[src/rtl/caravel_flash_console.sv]
// caravel_flash_console
//   Boot-time console streamer. After reset it wakes the SPI boot flash,
//   issues a single READ (0x03) at START_ADDR and streams bytes onto
//   mprj_io[15:8], strobing gpio once per byte, until EOT_CHAR is seen or
//   MAX_BYTES bytes have gone out. CS stays low across the whole stream so
//   the flash auto-increments its address.
// Ports
//   clock      : sole clock, rising edge
//   resetb     : asynchronous active-low reset
//   gpio       : byte strobe, active high, registered
//   mprj_io    : [15:8] console byte (always driven), all other bits high-Z
//   flash_csb  : SPI chip select, active low
//   flash_clk  : SPI clock, mode 0
//   flash_io0  : MOSI
//   flash_io1  : MISO
module caravel_flash_console #(
  parameter int unsigned CLK_DIV    = 2,
  parameter logic [23:0] START_ADDR = 24'h000000,
  parameter logic [7:0]  EOT_CHAR   = 8'h04,
  parameter int unsigned MAX_BYTES  = 65536,
  parameter int unsigned SETUP_CYC  = 4,
  parameter int unsigned PULSE_CYC  = 4
) (
  input  logic        clock,
  input  logic        resetb,
  output logic        gpio,
  inout  wire  [37:0] mprj_io,
  output logic        flash_csb,
  output logic        flash_clk,
  output logic        flash_io0,
  input  logic        flash_io1
);

  localparam logic [15:0] DIV_LAST   = 16'(CLK_DIV - 1);
  localparam bit          FAST       = (CLK_DIV == 1);
  localparam logic [15:0] WAIT_LAST  = 16'd15;
  localparam logic [15:0] GAP_LAST   = 16'(CLK_DIV + 4 - 1);
  localparam logic [15:0] GPIO_ON    = 16'(SETUP_CYC - 1);
  localparam logic [15:0] GPIO_OFF   = 16'(SETUP_CYC + PULSE_CYC - 1);
  localparam logic [15:0] EMIT_LAST  = 16'(2 * SETUP_CYC + PULSE_CYC - 1);
  localparam logic [31:0] COUNT_LAST = 32'(MAX_BYTES - 1);
  localparam logic [31:0] WAKE_WORD  = {8'hAB, 24'h000000};
  localparam logic [31:0] CMD_WORD   = {8'h03, START_ADDR};

  typedef enum logic [2:0] {
    S_WAIT, S_WAKE, S_GAP, S_CMD, S_READ, S_EMIT, S_DONE
  } state_t;

  state_t      state_q, state_d;
  logic [15:0] cnt_q, cnt_d;      // generic cycle counter (WAIT/GAP/EMIT)
  logic [15:0] div_q, div_d;      // position inside one flash_clk half
  logic [5:0]  nbits_q, nbits_d;  // bits remaining in current SPI frame
  logic [31:0] sh_q, sh_d;        // outgoing bits, MSB first
  logic [7:0]  rx_q, rx_d;
  logic [7:0]  pad_q, pad_d;
  logic [31:0] count_q, count_d;  // bytes emitted so far minus one
  logic        csb_q, csb_d;
  logic        fclk_q, fclk_d;
  logic        io0_q, io0_d;
  logic        gpio_q, gpio_d;
  logic        frame_end;

  always_ff @(posedge clock or negedge resetb) begin
    if (!resetb) begin
      state_q <= S_WAIT;
      cnt_q   <= '0;
      div_q   <= '0;
      nbits_q <= '0;
      sh_q    <= '0;
      rx_q    <= '0;
      pad_q   <= '0;
      count_q <= '0;
      csb_q   <= 1'b1;
      fclk_q  <= 1'b0;
      io0_q   <= 1'b0;
      gpio_q  <= 1'b0;
    end else begin
      state_q <= state_d;
      cnt_q   <= cnt_d;
      div_q   <= div_d;
      nbits_q <= nbits_d;
      sh_q    <= sh_d;
      rx_q    <= rx_d;
      pad_q   <= pad_d;
      count_q <= count_d;
      csb_q   <= csb_d;
      fclk_q  <= fclk_d;
      io0_q   <= io0_d;
      gpio_q  <= gpio_d;
    end
  end

  always_comb begin
    state_d   = state_q;
    cnt_d     = cnt_q;
    div_d     = div_q;
    nbits_d   = nbits_q;
    sh_d      = sh_q;
    rx_d      = rx_q;
    pad_d     = pad_q;
    count_d   = count_q;
    csb_d     = csb_q;
    fclk_d    = fclk_q;
    io0_d     = io0_q;
    gpio_d    = gpio_q;
    frame_end = 1'b0;

    // Shared SPI bit engine: each bit is a low half then a high half.
    // MISO is captured on the edge that raises flash_clk; the frame ends
    // on the falling edge after the last bit.
    if (state_q inside {S_WAKE, S_CMD, S_READ}) begin
      if (div_q == DIV_LAST) begin
        div_d = '0;
        if (!fclk_q) begin
          fclk_d = 1'b1;
          rx_d   = {rx_q[6:0], flash_io1};
        end else begin
          fclk_d    = 1'b0;
          sh_d      = {sh_q[30:0], 1'b0};
          nbits_d   = nbits_q - 6'd1;
          // With a one-cycle half there is no later low cycle to use.
          if (FAST) io0_d = sh_q[30];
          frame_end = (nbits_q == 6'd1);
        end
      end else begin
        div_d = div_q + 16'd1;
        // MOSI moves one clock after the fall, well clear of the next rise.
        if (!FAST && !fclk_q && div_q == 16'd0) io0_d = sh_q[31];
      end
    end

    case (state_q)
      S_WAIT: begin
        if (cnt_q == WAIT_LAST) begin
          state_d = S_WAKE;
          csb_d   = 1'b0;
          sh_d    = WAKE_WORD;
          io0_d   = WAKE_WORD[31];
          nbits_d = 6'd8;
          div_d   = '0;
          fclk_d  = 1'b0;
        end else begin
          cnt_d = cnt_q + 16'd1;
        end
      end
      S_WAKE: begin
        if (frame_end) begin
          state_d = S_GAP;
          cnt_d   = '0;
          io0_d   = 1'b0;
        end
      end
      S_GAP: begin
        // CS stays low for one half-period after the last fall, then high
        // for four cycles before the READ command frame.
        cnt_d = cnt_q + 16'd1;
        if (cnt_q == DIV_LAST) csb_d = 1'b1;
        if (cnt_q == GAP_LAST) begin
          state_d = S_CMD;
          csb_d   = 1'b0;
          sh_d    = CMD_WORD;
          io0_d   = CMD_WORD[31];
          nbits_d = 6'd32;
          div_d   = '0;
          fclk_d  = 1'b0;
        end
      end
      S_CMD: begin
        if (frame_end) begin
          state_d = S_READ;
          sh_d    = '0;
          io0_d   = 1'b0;
          nbits_d = 6'd8;
        end
      end
      S_READ: begin
        if (frame_end) begin
          state_d = S_EMIT;
          pad_d   = rx_q;
          cnt_d   = '0;
        end
      end
      S_EMIT: begin
        cnt_d = cnt_q + 16'd1;
        if (cnt_q == GPIO_ON)  gpio_d = 1'b1;
        if (cnt_q == GPIO_OFF) gpio_d = 1'b0;
        if (cnt_q == EMIT_LAST) begin
          if (pad_q == EOT_CHAR || count_q == COUNT_LAST) begin
            state_d = S_DONE;
            csb_d   = 1'b1;
          end else begin
            state_d = S_READ;
            count_d = count_q + 32'd1;
            nbits_d = 6'd8;
            div_d   = '0;
            fclk_d  = 1'b0;
          end
        end
      end
      S_DONE: begin
        csb_d  = 1'b1;
        fclk_d = 1'b0;
        gpio_d = 1'b0;
      end
      default: state_d = S_WAIT;
    endcase
  end

  assign gpio      = gpio_q;
  assign flash_csb = csb_q;
  assign flash_clk = fclk_q;
  assign flash_io0 = io0_q;
  assign mprj_io   = {22'bz, pad_q, 8'bz};

endmodule

[config.mk]
export PLATFORM = sky130hd
export DESIGN_NAME = caravel_flash_console
export DESIGN_NICKNAME = d
export VERILOG_FILES = /design/src/rtl/caravel_flash_console.sv
export SDC_FILE = /design/constraint.sdc
export NUM_CORES = 1
export LEC_CHECK = 0
export BUFFER_PORTS_ARGS = -buffer_cell sky130_fd_sc_hd__clkbuf_2
export CORE_UTILIZATION = 53
export DETAILED_ROUTE_END_ITERATION = 16
export PLACE_DENSITY = 0.67
export REMOVE_ABC_BUFFERS = 1
export SETUP_SLACK_MARGIN = 0.02
export SYNTH_ARGS = -nofsm -noshare
export SYNTH_HDL_FRONTEND = slang
export SYNTH_SLANG_ARGS = --single-unit
[constraint.sdc]
create_clock -name clock -period 6.8 [get_ports clock]
set_input_delay 1.02 -clock clock [delete_from_list [all_inputs] [get_ports clock]]
set_output_delay 1.02 -clock clock [all_outputs]
set_load 0.02 [all_outputs]
# Yosys cells after proc, flatten, opt, wreduce, memory -nomap -nowiden
# Cells that the tools add are included.
# word_totals
mem_bits_rw	0
regBits	125
latch_bits	0
rom_bits	0
memories	0
out_inout_bits	42
in_bits	3
wordCells	126
# op_classes
n_div	0
shift	0
n_eq_ne	27
magnitude_cmp	0
reduce_logical	19
muxes	61
addsub	4
bitwise	3
n_mul	0
# op_table
op	n
2-to-1 mux 32 bit	6
2-to-1 mux 16 bit	8
one-hot mux 16 bit (3 select lines)	2
one-hot mux 32 bit (3 select lines)	1
2-to-1 mux 6 bit	8
adder 16 x 1 -> 16 bit (second input constant)	2
adder 32 x 1 -> 32 bit (second input constant)	1
== test 16 x 1 -> 1 bit (second input constant)	2
== test 16 x 3 -> 1 bit (second input constant)	2
== test 16 x 4 -> 1 bit (second input constant)	2
== test 32 x 16 -> 1 bit (second input constant)	1
one-hot mux 6 bit (4 select lines)	1
2-to-1 mux 1 bit	23
one-hot mux 3 bit (7 select lines)	1
2-to-1 mux 3 bit	6
== test 16 x 2 -> 1 bit (second input constant)	1
zero test 16 bit	1
!= test 2 bit (second input constant)	8
== test 3 bit (second input constant)	3
AND reduction 3 bit	3
== test 8 x 3 -> 1 bit (second input constant)	1
one-hot mux 1 bit (4 select lines)	2
AND reduction 7 bit	1
== test 3 x 2 -> 1 bit (second input constant)	2
other kinds (19)	26

# Longest topological paths before layout
# depth
depth_word	7
mapped_depth	9
depth_no_buf	8

# Least setup slack after synthesis
# Ideal clock, no wire load.
# synth_timing
path_kind	input-to-reg
from	in mprj_io[10]
to	reg count_q[31]
required_ps	6721
cell_stages	6
arrival_time_ps	2355
setup_ps	79
setup_slack_ps	4366
n_path_buf	0
path_cell_list	nor4b_1 a211oi_1 o311ai_2 or3_4 nor3_2 xor2_1
# synth_between
elab_chain_len	4
# synth_lines
element	line_no	source
start: declaration	27	inout wire [37:0] mprj_io,
== test 8 x 3 -> 1 bit	188	if (pad_q == EOT_CHAR || count_q == COUNT_LAST) begin
logical OR 1 bit	188	
NOT 1 bit (no source line)	n/a	
AND reduction 3 bit (no source line)	n/a	
end signal: assignment	85	count_q <= count_d;
end: declaration	56	logic [31:0] count_q, count_d;
# No other way between the ends.
# A chain may end at the register's enable or synchronous reset.

# Worst setup path in the final report
# layout_timing
from	reg state_q[2]
to	reg sh_q[7]
# layout_between
elab_chain_len	5
elab_cells_between_ends	12
cone_classes	eq/ne (4); mux (6); reduce/logical (2)
# layout_lines
element	line_no	source
start: declaration	49	state_t state_q, state_d;
start signal: assignment	78	state_q <= state_d;
== test 3 x 1 -> 1 bit, or another cell as far along	111	if (state_q inside {S_WAKE, S_CMD, S_READ}) begin
nonzero test 3 bit	111	
2-to-1 mux 32 bit or 2-to-1 mux 1 bit (tied branches)	111	
2-to-1 mux 32 bit, on equally long branches	169, 134, 158	
one-hot mux 32 bit (3 select lines) (*)	132	case (state_q)
net sh_d[7]	53	logic [31:0] sh_q, sh_d;
end signal: assignment	69	sh_q <= '0;
end signal: assignment	82	sh_q <= sh_d;
end: declaration	53	
# Mark *: on every way through the listed nets, which the timed path passes. The rest lies on a longest branch.

==> results.md <==
* Status: finished, violations left
* Failing checks: design-rule violations
* Die Y at 112 um
* Worst slew margin at between 20 and 30%
* Switch Pwr at roughly 0.35 mW
* HP Start: count_q[9]
* Placed Cells incl. Taps at around 800
* Synth Area in Adders at 1.55%
* Xor/xnor share of the synthesized area at 7.34%
* PD cells at 256 nW/um^2
* Reg2reg start: state_q[2]
* Port bufs at 6
* Post-synthesis sequential area ratio at 48.6%
* Reg2reg setup slack at 3.67 ns
* Least-Margin Pin Slew at 1.08 ns
* Drt first pass iters at 13
* CTS Buf Count at 17
* # resized after CTS at 0
* Sink Count at 125
* Reg2reg end: sh_q[7]
* Peak supply drop at 0.186 mV
* Placement Setup Slack at around 3.7 ns
* MaxCap Viol Count at 0
* Final Critical Period at approximately 3.1 ns
* Final setup viols at 0
* Final std cells w/o fill at 835
* Hold Path Stages at 1
* Comb power frac at 1.9%
* Core Box Area at 11600 um^2
* Clock latency on the worst-skew pair at approximately 0.41 ns
* Crit start category: register
* Synthesized flop and latch total at 125
* Post-synth EDFFs at 0
* TritonCTS clock tree: yes
* Post-synthesis compound-gate area fraction at around a tenth
* Top_reg_cell synth: dfrtp_1
* Setup WS post-layout at about 3.7 ns
* Area delta synth->final at 10.6%
* Pint at ~1.5 mW
* Share of power burned in registers at 41.5%
* Crit. End Element: register
* Period utilization at between 40% and 50%
* Leak at between 3 and 4 nW
* Yosys top cell area share at 48.2%
* Initial antenna violation count at 0
* Ant. Diodes at 0
* DR vias/cell at 5.67
* Switch share at 19.5%
* Setup TNS at 0 ns
* I/O Pins at 45
* Simple-gate share of the synthesized area at between 20% and 30%
* Cell area after synthesis at 6440 um^2
* Synth Area per Inst at 9.51 um^2
* Fin. max-slew vios at 0
* Vias in the first global route at 4500
* Hold Buf Count CTS at 0
* Die area at 12600 um^2
* Worst Path Required at roughly 7.0 ns
* Post-CTS Setup Bufs at 0
* Clk_skew at roughly 0.0075 ns
* Ys Warns at 0
* Max Freq at 0.320 GHz
* Largest net degree at the start of global routing at 64
* Largest family of logic cells by synthesized area: simple AND/OR/NAND/NOR gates
* # nets final at 691
* Vias at 4732
* Die Wd at roughly 110 um
* Drt wl/cell at 15.1 um
* Share of cells above drive strength 1 at 11.0%
* Worst EP arrival at 3.36 ns
* Setup CP Type: reg2reg
* DRT Wirelength at about 13000 um
* Synth area leaders: dfrtp_1 (48%), nand2_1 (6.1%), xor2_1 (3.9%)
* Mux share of post-synthesis cell area at under 10%
* Clock root buffer: clkbuf_16
* Synth unique cells at 67
* Clk pwr share at 56.6%
* Area leader, netlist: dfrtp_1
* R2r worst-path depth at 6
* Starting DRT DRC Count at 382
* GPL Wtd Cong at 0.831
* RSZ-0062 raised after global routing: false
* Syn Inst Count at 677
* Async SR Flop Fraction at 100%
* # DRC at 2
* CTS HTree Levels at 4
* DP HPWL at 8360 um
* GRT Residual Overflow at 0
* Core Rows at 39
* Finished Core Util at 61.3%
* Initial cell density of the core at between 50% and 60%
* Top-count cell post-synth: dfrtp_1
* Worst Path Max Fanout at 26
* Clock Pin Slew Worst Setup and Hold Paths at 0.06 ns
* Hold Fails Final Rpt at 0
* First-pass GRT wire length at roughly 22000 um
* Clock buffer depth at 2
* Remaining antenna violation count at 0
* Commonest cells in the netlist: dfrtp_1 (124), nand2_1 (105), nor2_1 (64)
* Pwr Total at 1.82 mW
* GRT Overall Usage at around 22%
* Hold/Removal Path Class: reg2reg
* Hold Path End: count_q[9]
-- placed cells by master, fill, tap and decap left out, types with 8 or more instances in the layout --
cell,count
nand3_1,32
xnor2_1,25
xor2_1,29
nor4_1,14
conb_1,30
dfrtp_1,124
nor2_1,64
inv_1,16
o21ai_0,20
and3_1,12
a31oi_1,10
mux2_2,16
a21oi_1,40
nand4_1,13
ha_1,8
nand2_1,105
nor3_1,21
clkbuf_16,17
-- area by class of cell --
cell class | instances | area (um^2)
clock buffer | 20 | 467
clock inverter | 11 | 213
fill | 970 | 4490
inverter | 16 | 60.1
multi-input combinational | 510 | 3010
sequential | 125 | 3130
tap | 143 | 179
timing repair buffer | 10 | 62.6
-- per-stage QoR --
stage | hold slack, ns | cell area, um^2
5_1_grt | 0.481 | 7120
2_1_floorplan | 0.439 | 6200
3_5_place_dp | 0.465 | 6440
4_1_cts | 0.474 | 7120
3_3_place_gp | 0.453 | 6440
6_report | 0.474 | 7120
-- sequential cells by signal (all words and copies together), names as in the netlist --
signal     flops
nbits_q        6
flash_io0      1
div_q         16
rx_q           8
flash_csb      1
flash_clk      1
cnt_q         16
mprj_io        8
count_q       32
state_q        3
sh_q          32
gpio           1
-- power by group through the flow --
| stage | Combinational [mW] | Clock (mW) | Sequential (mW) |
|---|---|---|---|
| 2_1_floorplan | 0.0188 | 0 | 0.768 |
| 3_3_place_gp | 0.0351 | 0 | 0.769 |
| 3_5_place_dp | 0.0359 | 0 | 0.769 |
| 4_1_cts | 0.0361 | 1.05 | 0.756 |
| 5_1_grt | 0.0395 | 1.08 | 0.757 |
| 6_report | 0.0349 | 1.03 | 0.756 |
-- kinds of logic after synthesis --
family / after synthesis
buffers and inverters: 71
multiplexers: 20
AND/OR/NAND/NOR: 300
AO/OA/AOI/OAI: 98
XOR/XNOR: 54
flip-flops: 125
other: 1
adder cells (fa/ha/maj): 8
-- layer usage --
metal / global-route usage (%) / vias up / wire [um]
met5: 0 / - / 0
met4: 7.29 / 0 / 122
met3: 5.89 / 10 / 646
met2: 34.8 / 129 / 5910
met1: 30.3 / 2287 / 5920
li1: - / 2306 / -
-- worst max-delay path, stage by stage (launching register included) --
cell and delay, ns:
dfrtp_1 0.71, nor3b_1 0.40, o211ai_1 0.22, nor2_1 0.51, a21oi_2 0.16, o31ai_4 0.84
a21oi_1 0.10
-- worst max-delay path by stage --
stage / start / to / slack (ns) / cells after the start
after detailed placement: nbits_q[1] / sh_q[22] / 3.67 / 8
after CTS: nbits_q[1] / sh_q[4] / 3.67 / 8
after floorplan: state_q[2] / nbits_q[1] / 3.81 / 6
final: state_q[2] / sh_q[7] / 3.67 / 6
after global placement: cnt_q[8] / div_q[1] / 3.75 / 6
after global routing: nbits_q[1] / sh_q[8] / 3.38 / 8
No activity file was read; power rests on OpenSTA's default activity.
